`config.mk`:
```
export PLATFORM = sky130hd
export DESIGN_NAME = branch_resolve
export DESIGN_NICKNAME = d
export VERILOG_FILES = /design/src/rtl/bp_pkg.sv /design/src/rtl/bp_pipe_slot.sv /design/src/rtl/branch_resolve.sv
export SDC_FILE = /design/constraint.sdc
export NUM_CORES = 1
export LEC_CHECK = 0
export BUFFER_PORTS_ARGS = -buffer_cell sky130_fd_sc_hd__clkbuf_2
export CAP_MARGIN = 40
export CORE_AREA = 2 2 122 124
export DETAILED_ROUTE_END_ITERATION = 12
export DIE_AREA = 0 0 124 126
export PLACE_DENSITY_LB_ADDON = 0.15
export SYNTH_ARGS = -nofsm -noshare
export SYNTH_HDL_FRONTEND = slang
export SYNTH_SLANG_ARGS = --single-unit
export TNS_END_PERCENT = 10
```
`constraint.sdc`:
```
create_clock -name clk -period 10.8 [get_ports clk]
set_clock_uncertainty 0.15 [all_clocks]
set_input_delay 1.08 -clock clk [delete_from_list [all_inputs] [get_ports clk]]
set_output_delay 1.08 -clock clk [all_outputs]
set_load 0.005 [all_outputs]
```
`src/rtl/bp_pkg.sv`:
```
// Shared branch-resolution types: datapath width, BHT index slice and the
// ID/EX pipeline slot layout.
package bp_pkg;

  localparam int XLEN        = 32;
  localparam int BHT_IDX_W   = 8;
  localparam int BHT_IDX_LSB = 2;

  typedef struct packed {
    logic            valid;
    logic [XLEN-1:0] pc;
    logic            pred_taken;
    logic [XLEN-1:0] pred_target;
  } slot_t;

endpackage

```
`src/rtl/bp_pipe_slot.sv`:
```
// One pipeline slot: clear beats hold, hold beats load. Only the valid bit is
// reset; the payload is qualified by valid and left unreset.
module bp_pipe_slot
  import bp_pkg::*;
(
  input  logic  clk,
  input  logic  reset_n,
  input  logic  load_i,
  input  logic  hold_i,
  input  logic  clear_i,
  input  slot_t d_i,
  output slot_t q_o
);

  logic            valid_q, valid_d;
  logic [XLEN-1:0] pc_q;
  logic            pred_taken_q;
  logic [XLEN-1:0] pred_target_q;
  logic            capture;

  assign capture = load_i && !hold_i && !clear_i;

  always_comb begin
    valid_d = valid_q;
    if (clear_i) begin
      valid_d = 1'b0;
    end else if (capture) begin
      valid_d = d_i.valid;
    end
  end

  always_ff @(posedge clk or negedge reset_n) begin
    if (!reset_n) begin
      valid_q <= 1'b0;
    end else begin
      valid_q <= valid_d;
    end
  end

  always_ff @(posedge clk) begin
    if (capture) begin
      pc_q          <= d_i.pc;
      pred_taken_q  <= d_i.pred_taken;
      pred_target_q <= d_i.pred_target;
    end
  end

  assign q_o = {valid_q, pc_q, pred_taken_q, pred_target_q};

endmodule

```
`src/rtl/branch_resolve.sv`:
```
// Resolves the EX-slot branch against its prediction; BHT update, redirect and flush
// are registered (one cycle after resolution). Stall holds both slots. Optional counters: BRANCH_STATS_EN.
module branch_resolve
  import bp_pkg::*;
(
  input  logic                 clk,
  input  logic                 reset_n,
  input  logic                 if_valid,
  input  logic [XLEN-1:0]      if_pc,
  input  logic                 if_predict_taken,
  input  logic [XLEN-1:0]      if_pred_target,
  input  logic                 stall,
  input  logic                 ex_is_branch,
  input  logic                 ex_actual_taken,
  input  logic [XLEN-1:0]      ex_actual_target,
  output logic                 bht_update_en,
  output logic                 bht_actual_taken,
  output logic [BHT_IDX_W-1:0] bht_pc_index,
  output logic                 redirect_valid,
  output logic [XLEN-1:0]      redirect_pc,
  output logic                 flush,
  output logic [XLEN-1:0]      branch_count,
  output logic [XLEN-1:0]      mispredict_count
);

  slot_t if_slot, id_q, ex_q;

  logic                 update_en_q, update_en_d;
  logic                 actual_taken_q, actual_taken_d;
  logic [BHT_IDX_W-1:0] idx_q, idx_d;
  logic                 redirect_q, redirect_d;
  logic [XLEN-1:0]      redirect_pc_q, redirect_pc_d;
  logic                 flush_q, flush_d;

  logic resolve, dir_miss, tgt_miss, mispredict;

  assign if_slot = {if_valid, if_pc, if_predict_taken, if_pred_target};

  // A pending flush clears both slots, which also drops the IF capture.
  bp_pipe_slot u_id_slot (
    .clk     (clk),
    .reset_n (reset_n),
    .load_i  (1'b1),
    .hold_i  (stall),
    .clear_i (flush_q),
    .d_i     (if_slot),
    .q_o     (id_q)
  );

  bp_pipe_slot u_ex_slot (
    .clk     (clk),
    .reset_n (reset_n),
    .load_i  (1'b1),
    .hold_i  (stall),
    .clear_i (flush_q),
    .d_i     (id_q),
    .q_o     (ex_q)
  );

  assign resolve    = ex_q.valid && ex_is_branch && !stall && !flush_q;
  assign dir_miss   = ex_q.pred_taken != ex_actual_taken;
  assign tgt_miss   = ex_q.pred_taken && ex_actual_taken &&
                      (ex_q.pred_target != ex_actual_target);
  assign mispredict = resolve && (dir_miss || tgt_miss);

  always_comb begin
    update_en_d    = resolve;
    redirect_d     = mispredict;
    flush_d        = mispredict;
    actual_taken_d = actual_taken_q;
    idx_d          = idx_q;
    redirect_pc_d  = redirect_pc_q;
    if (resolve) begin
      actual_taken_d = ex_actual_taken;
      idx_d          = ex_q.pc[BHT_IDX_LSB +: BHT_IDX_W];
      redirect_pc_d  = ex_actual_taken ? ex_actual_target : ex_q.pc + XLEN'(4);
    end
  end

  always_ff @(posedge clk or negedge reset_n) begin
    if (!reset_n) begin
      update_en_q    <= 1'b0;
      actual_taken_q <= 1'b0;
      idx_q          <= '0;
      redirect_q     <= 1'b0;
      redirect_pc_q  <= '0;
      flush_q        <= 1'b0;
    end else begin
      update_en_q    <= update_en_d;
      actual_taken_q <= actual_taken_d;
      idx_q          <= idx_d;
      redirect_q     <= redirect_d;
      redirect_pc_q  <= redirect_pc_d;
      flush_q        <= flush_d;
    end
  end

  assign bht_update_en    = update_en_q;
  assign bht_actual_taken = actual_taken_q;
  assign bht_pc_index     = idx_q;
  assign redirect_valid   = redirect_q;
  assign redirect_pc      = redirect_pc_q;
  assign flush            = flush_q;

`ifdef BRANCH_STATS_EN
  logic [XLEN-1:0] branch_cnt_q, branch_cnt_d;
  logic [XLEN-1:0] mispred_cnt_q, mispred_cnt_d;

  // Both counters saturate rather than wrap.
  always_comb begin
    branch_cnt_d  = branch_cnt_q;
    mispred_cnt_d = mispred_cnt_q;
    if (resolve && (branch_cnt_q != '1)) begin
      branch_cnt_d = branch_cnt_q + XLEN'(1);
    end
    if (mispredict && (mispred_cnt_q != '1)) begin
      mispred_cnt_d = mispred_cnt_q + XLEN'(1);
    end
  end

  always_ff @(posedge clk or negedge reset_n) begin
    if (!reset_n) begin
      branch_cnt_q  <= '0;
      mispred_cnt_q <= '0;
    end else begin
      branch_cnt_q  <= branch_cnt_d;
      mispred_cnt_q <= mispred_cnt_d;
    end
  end

  assign branch_count     = branch_cnt_q;
  assign mispredict_count = mispred_cnt_q;
`else
  assign branch_count     = '0;
  assign mispredict_count = '0;
`endif

endmodule

```
Word-level counts from Yosys, hierarchy flattened
Index checks and enable logic that the tools add are counted.

word-level totals
  register bits = 175
  output and inout bits = 108

cells by class
  add/subtract/negate cells = 1
  equal/unequal tests = 2
  mux-type cells = 5
  reduce and logical (&&, ||, !) cells = 11

operator list
  operator                                                         count
  32-bit by 3-bit adder with 32-bit output, second input constant  1
  32-bit two-way mux                                               1
  32-bit != test                                                   1
  1-bit logical AND                                                7
  1-bit two-way mux                                                4
  1-bit zero test                                                  2
  2-bit nonzero test                                               1
  1-bit logical OR                                                 1
  1-bit != test                                                    1

Logic depth before layout (Yosys ltp)
  depth after elaboration = 4
  mapped depth = 7
  mapped depth without buffers = 6

Cells and area by module
A second synthesis with hierarchy kept.

unflattened totals
  cells, all modules = 537
  area, all modules = 7299.5 um^2

by module, submodules not included
  module          instances  cells an instance  area an instance (um^2)  sequential area each (um^2)
  bp_pipe_slot    2          73                 2045.7                   1976.9
  branch_resolve  1          391                3208.1                   1076.0

Least setup slack after synthesis
OpenSTA, ideal clock, no wires.

  path type = input to register
  from = input stall
  to = register redirect_pc_q[11] (netlist: redirect_pc[11])
  setup time = 0.087 ns
  arrival = 8.027 ns
  required time = 10.563 ns
  path slack = 2.536 ns
  cell stages on the path = 7
  cells stage by stage = nor2_1 nand3_1 inv_2 buf_2 clkbuf_1 nand3_1 o211ai_1

on the way
  longest elaborated chain between the ends = 3

RTL lines
  element                          line                  text
  start: declaration               branch_resolve.sv:12  input logic stall,
  1-bit zero test                  branch_resolve.sv:60  assign resolve = ex_q.valid && ex_is_branch && !stall && !flush_q;
  1-bit logical AND (2 in series)  branch_resolve.sv:60
  end signal: assignment           branch_resolve.sv:93  redirect_pc_q <= redirect_pc_d;
  end: declaration                 branch_resolve.sv:32  logic [XLEN-1:0] redirect_pc_q, redirect_pc_d;

Every way passes these cells.
A chain may end at the register's enable or synchronous reset.

Final worst setup path
  from = input stall
  to = register u_ex_slot.pc_q[19], enable pin

on the way
  longest elaborated chain between the ends = 2

RTL lines
  element                 line                text
  1-bit zero test         bp_pipe_slot.sv:21  assign capture = load_i && !hold_i && !clear_i;
  1-bit logical AND       bp_pipe_slot.sv:21
  net u_ex_slot.capture   bp_pipe_slot.sv:19  logic capture;
  end signal: assignment  bp_pipe_slot.sv:42  pc_q <= d_i.pc;
  end: declaration        bp_pipe_slot.sv:16  logic [XLEN-1:0] pc_q;

The timed path passes the listed nets, and every way through them passes these cells.

==> results.sh <==
export IMPL_drt_iter0_drc=258
export IMPL_status="complete, no violations"
export IMPL_syn_inst=528
export IMPL_hold_violations=0
export IMPL_grt_max_degree=71
export IMPL_place_area_um2=7930
export IMPL_timing_fmax_mhz=343
export IMPL_htreeDepth=4
export IMPL_grt_first_pass_wirelength_mm=23.0
export IMPL_slowest_stage="buf_4"
export IMPL_drcViolationCount=0
export IMPL_grt_usage_pct=20.3
export IMPL_clk_path_buf_depth=2
export IMPL_synth_common_cells="130 x edfxtp_1, 66 x buf_4, 51 x xor2_1"
export IMPL_fillers=1138
export IMPL_first_global_vias=4198
export IMPL_post_cts_setup_buffers=0
export IMPL_maxCapViolCount=0
export IMPL_io_pins=211
export IMPL_syn_area_um2=7250
export IMPL_diodes=0
export IMPL_cp_end_kind="register"
export IMPL_clkLatencyLatePin_ps=420
export IMPL_syn2layout_area_growth_pct=18.2
export IMPL_die_height_um=126
export IMPL_synth_top_area_share_pct=53.8
export IMPL_preCtsSetupSlack_ps=7430
export IMPL_cp_cell_sequence="clkbuf_2 > nor2_4 > buf_4 > buf_4"
export IMPL_wl_per_cell_um=17.3
export IMPL_cts_hold_buf=0
export IMPL_yosysMostFrequentCell="edfxtp_1"
export IMPL_synth_seq_cells=175
export IMPL_drive_gt1_share_pct=27.3
export IMPL_synth_mux_area_share_pct=1.24
export IMPL_final_max_slew_viol_count=0
export IMPL_design_area_um2=8570
export IMPL_cts_tree="built"
export IMPL_ys_flop_type="edfxtp_1"
export IMPL_yosys_area_top_type="edfxtp_1"
export IMPL_p_per_area_nw_per_um2=205
export IMPL_cts_root_buf="clkbuf_16"
export IMPL_crit_top_cell="buf_4"
export IMPL_gp_congestion=0.770
export IMPL_relSlewSlack_pct=41.8
export IMPL_synth_compound_area_share_pct=4.43
export IMPL_synth_top_family_by_area="simple AND/OR/NAND/NOR gates"
export IMPL_yosysWarnings=0
export IMPL_setup_tns_ps=0
export IMPL_tightest_slew_ps=872
export IMPL_die_area_um2=15600
export IMPL_finalWirelength_mm=15.1
export IMPL_crit_path_max_fanout=70
export IMPL_clock_sinks=175
export IMPL_io_buffers=146
export IMPL_ys_seq_area_share_pct=69.4
export IMPL_layout_setup_ws_ps=7880
export IMPL_setup_violations=0
export IMPL_cts_resized_gates=0
export IMPL_vias=4364
export IMPL_syn_avg_cell_area_um2=13.7
export IMPL_grt_ovfl_total=0
export IMPL_firstDrtPassIters=5
export IMPL_synth_edf_count=130
export IMPL_synth_cell_types=35
export IMPL_start_util_pct=50.7
export IMPL_worstPathArrival_ps=2810
export IMPL_rsz0062_at_grt="false"
export IMPL_die_width_um=124
export IMPL_ir_drop_uv=116
export IMPL_hold_path_class="reg -> reg"
export IMPL_synth_xor_area_share_pct=7.13
export IMPL_synth_fa_ha_area_share_pct=0.345
export IMPL_required_ps=10690
export IMPL_fin_crit_ps=2920
export IMPL_synthSimpleGateAreaFrac_pct=9.13
export IMPL_critPathMaxStageDelay_ps=800
export IMPL_path_class="in -> reg"
export IMPL_ys_top_cells_by_area="edfxtp_1 54%, dfrtp_1 16%, buf_4 6.8%"
export IMPL_vias_per_cell=5.00
export IMPL_clk_pin_slew_worst_paths_ps=60
export IMPL_rows=44
export IMPL_core_area_um2=14300
export IMPL_cp_top_family="buffers and inverters"
export IMPL_p_leak_nw=3.63
export IMPL_startpoint_type="primary input"
export IMPL_ant_nets=0
export IMPL_final_nets=780
export IMPL_finalCritPeriodShare_pct=27.0
export IMPL_cts_inserted_buffers=17
export IMPL_async_reset_ff_share_pct=25.7
export IMPL_crit_buf_inv=3
export IMPL_antenna_found_initial=0
export IMPL_dp_hpwl_mm=10.7
sequential cells by signal, indices dropped and copies added, names as in the netlist:
register	count
bht_actual_taken	1
bht_pc_index	8
bht_update_en	1
flush	1
redirect_pc	32
u_ex_slot.pc_q	32
u_ex_slot.pred_taken_q	1
u_ex_slot.pred_target_q	32
u_ex_slot.valid_q	1
u_id_slot.pc_q	32
u_id_slot.pred_taken_q	1
u_id_slot.pred_target_q	32
u_id_slot.valid_q	1
path summary, 6_finish.rpt:
path	slack, ps	to	startpoint	depth (start not counted)
worst min-delay path	270	u_ex_slot.pred_target_q[26]	u_id_slot.pred_target_q[26]	0
worst max register to register	8210	u_ex_slot.pc_q[19]	flush	3
worst min register to register	270	u_ex_slot.pred_target_q[26]	u_id_slot.pred_target_q[26]	0
min in group asynchronous	610	redirect_pc[5]	reset_n	2
worst max-delay path	7880	u_ex_slot.pc_q[19]	stall	4
max in group asynchronous	9470	redirect_pc[22]	reset_n	2
power by group:
| part | total, mW | switching (mW) | leakage, nW | internal [mW] |
|---|---|---|---|---|
| clock | 0.655 | 0.246 | 0.314 | 0.409 |
| combinational | 0.226 | 0.128 | 1.51 | 0.0983 |
| sequential | 0.880 | 0.0521 | 1.81 | 0.828 |
metrics by stage:
stage               cells  hold slack (ps)  util, %  power [mW]
finish                872              267     59.9        1.76
global route          872              269     59.9        1.85
CTS                   872              267     59.9        1.78
detailed placement    840              255     55.4        1.12
global placement      839              252     55.2        1.11
floorplan             591              250        -        1.01
layer usage:
metal	part of all wire [%]	global-route usage, %
met1	43	28.4
met2	48	30.3
met3	7.4	5.71
met4	1.8	7.93
met5	0	0
layout by cell type (no fill, tap or decap), types with 2 or more instances in the layout:
master,Yosys,final
and3_1,10,10
nand2_1,46,46
edfxtp_1,130,130
nor4_1,8,8
dfrtp_1,45,45
nand4b_1,2,2
o22ai_1,15,15
nand4_1,18,18
nor3_1,4,4
o21ai_0,11,11
clkbuf_2,0,146
and4_1,3,3
nor2_1,25,24
ha_1,2,2
o21ai_1,6,6
xnor2_1,8,8
bufinv_16,0,5
nand3_1,11,10
conb_1,1,64
xor2_1,51,51
mux2i_1,9,9
buf_4,66,4
clkbuf_16,0,17
clkinv_2,0,4
a21oi_1,24,24
inv_1,4,4
clkinv_4,0,3
final cells by class:
cell class,count,area [um^2],area share [%]
repair buffers,151,781,9.11
clock inverters,15,216,2.53
flip-flops and latches,175,5030,58.7
clock buffers,17,425,4.96
well taps,184,230,2.69
inverters,5,18.8,0.219
multi-input cells,325,1870,21.8
kinds of logic after synthesis:
group           Yosys count
simple gates            132
xor+xnor                 59
fa+ha+maj                 2
other cells               1
flops                   175
buf+inv                  91
mux                       9
compound gates           59
(Power assumes the default switching activity.)
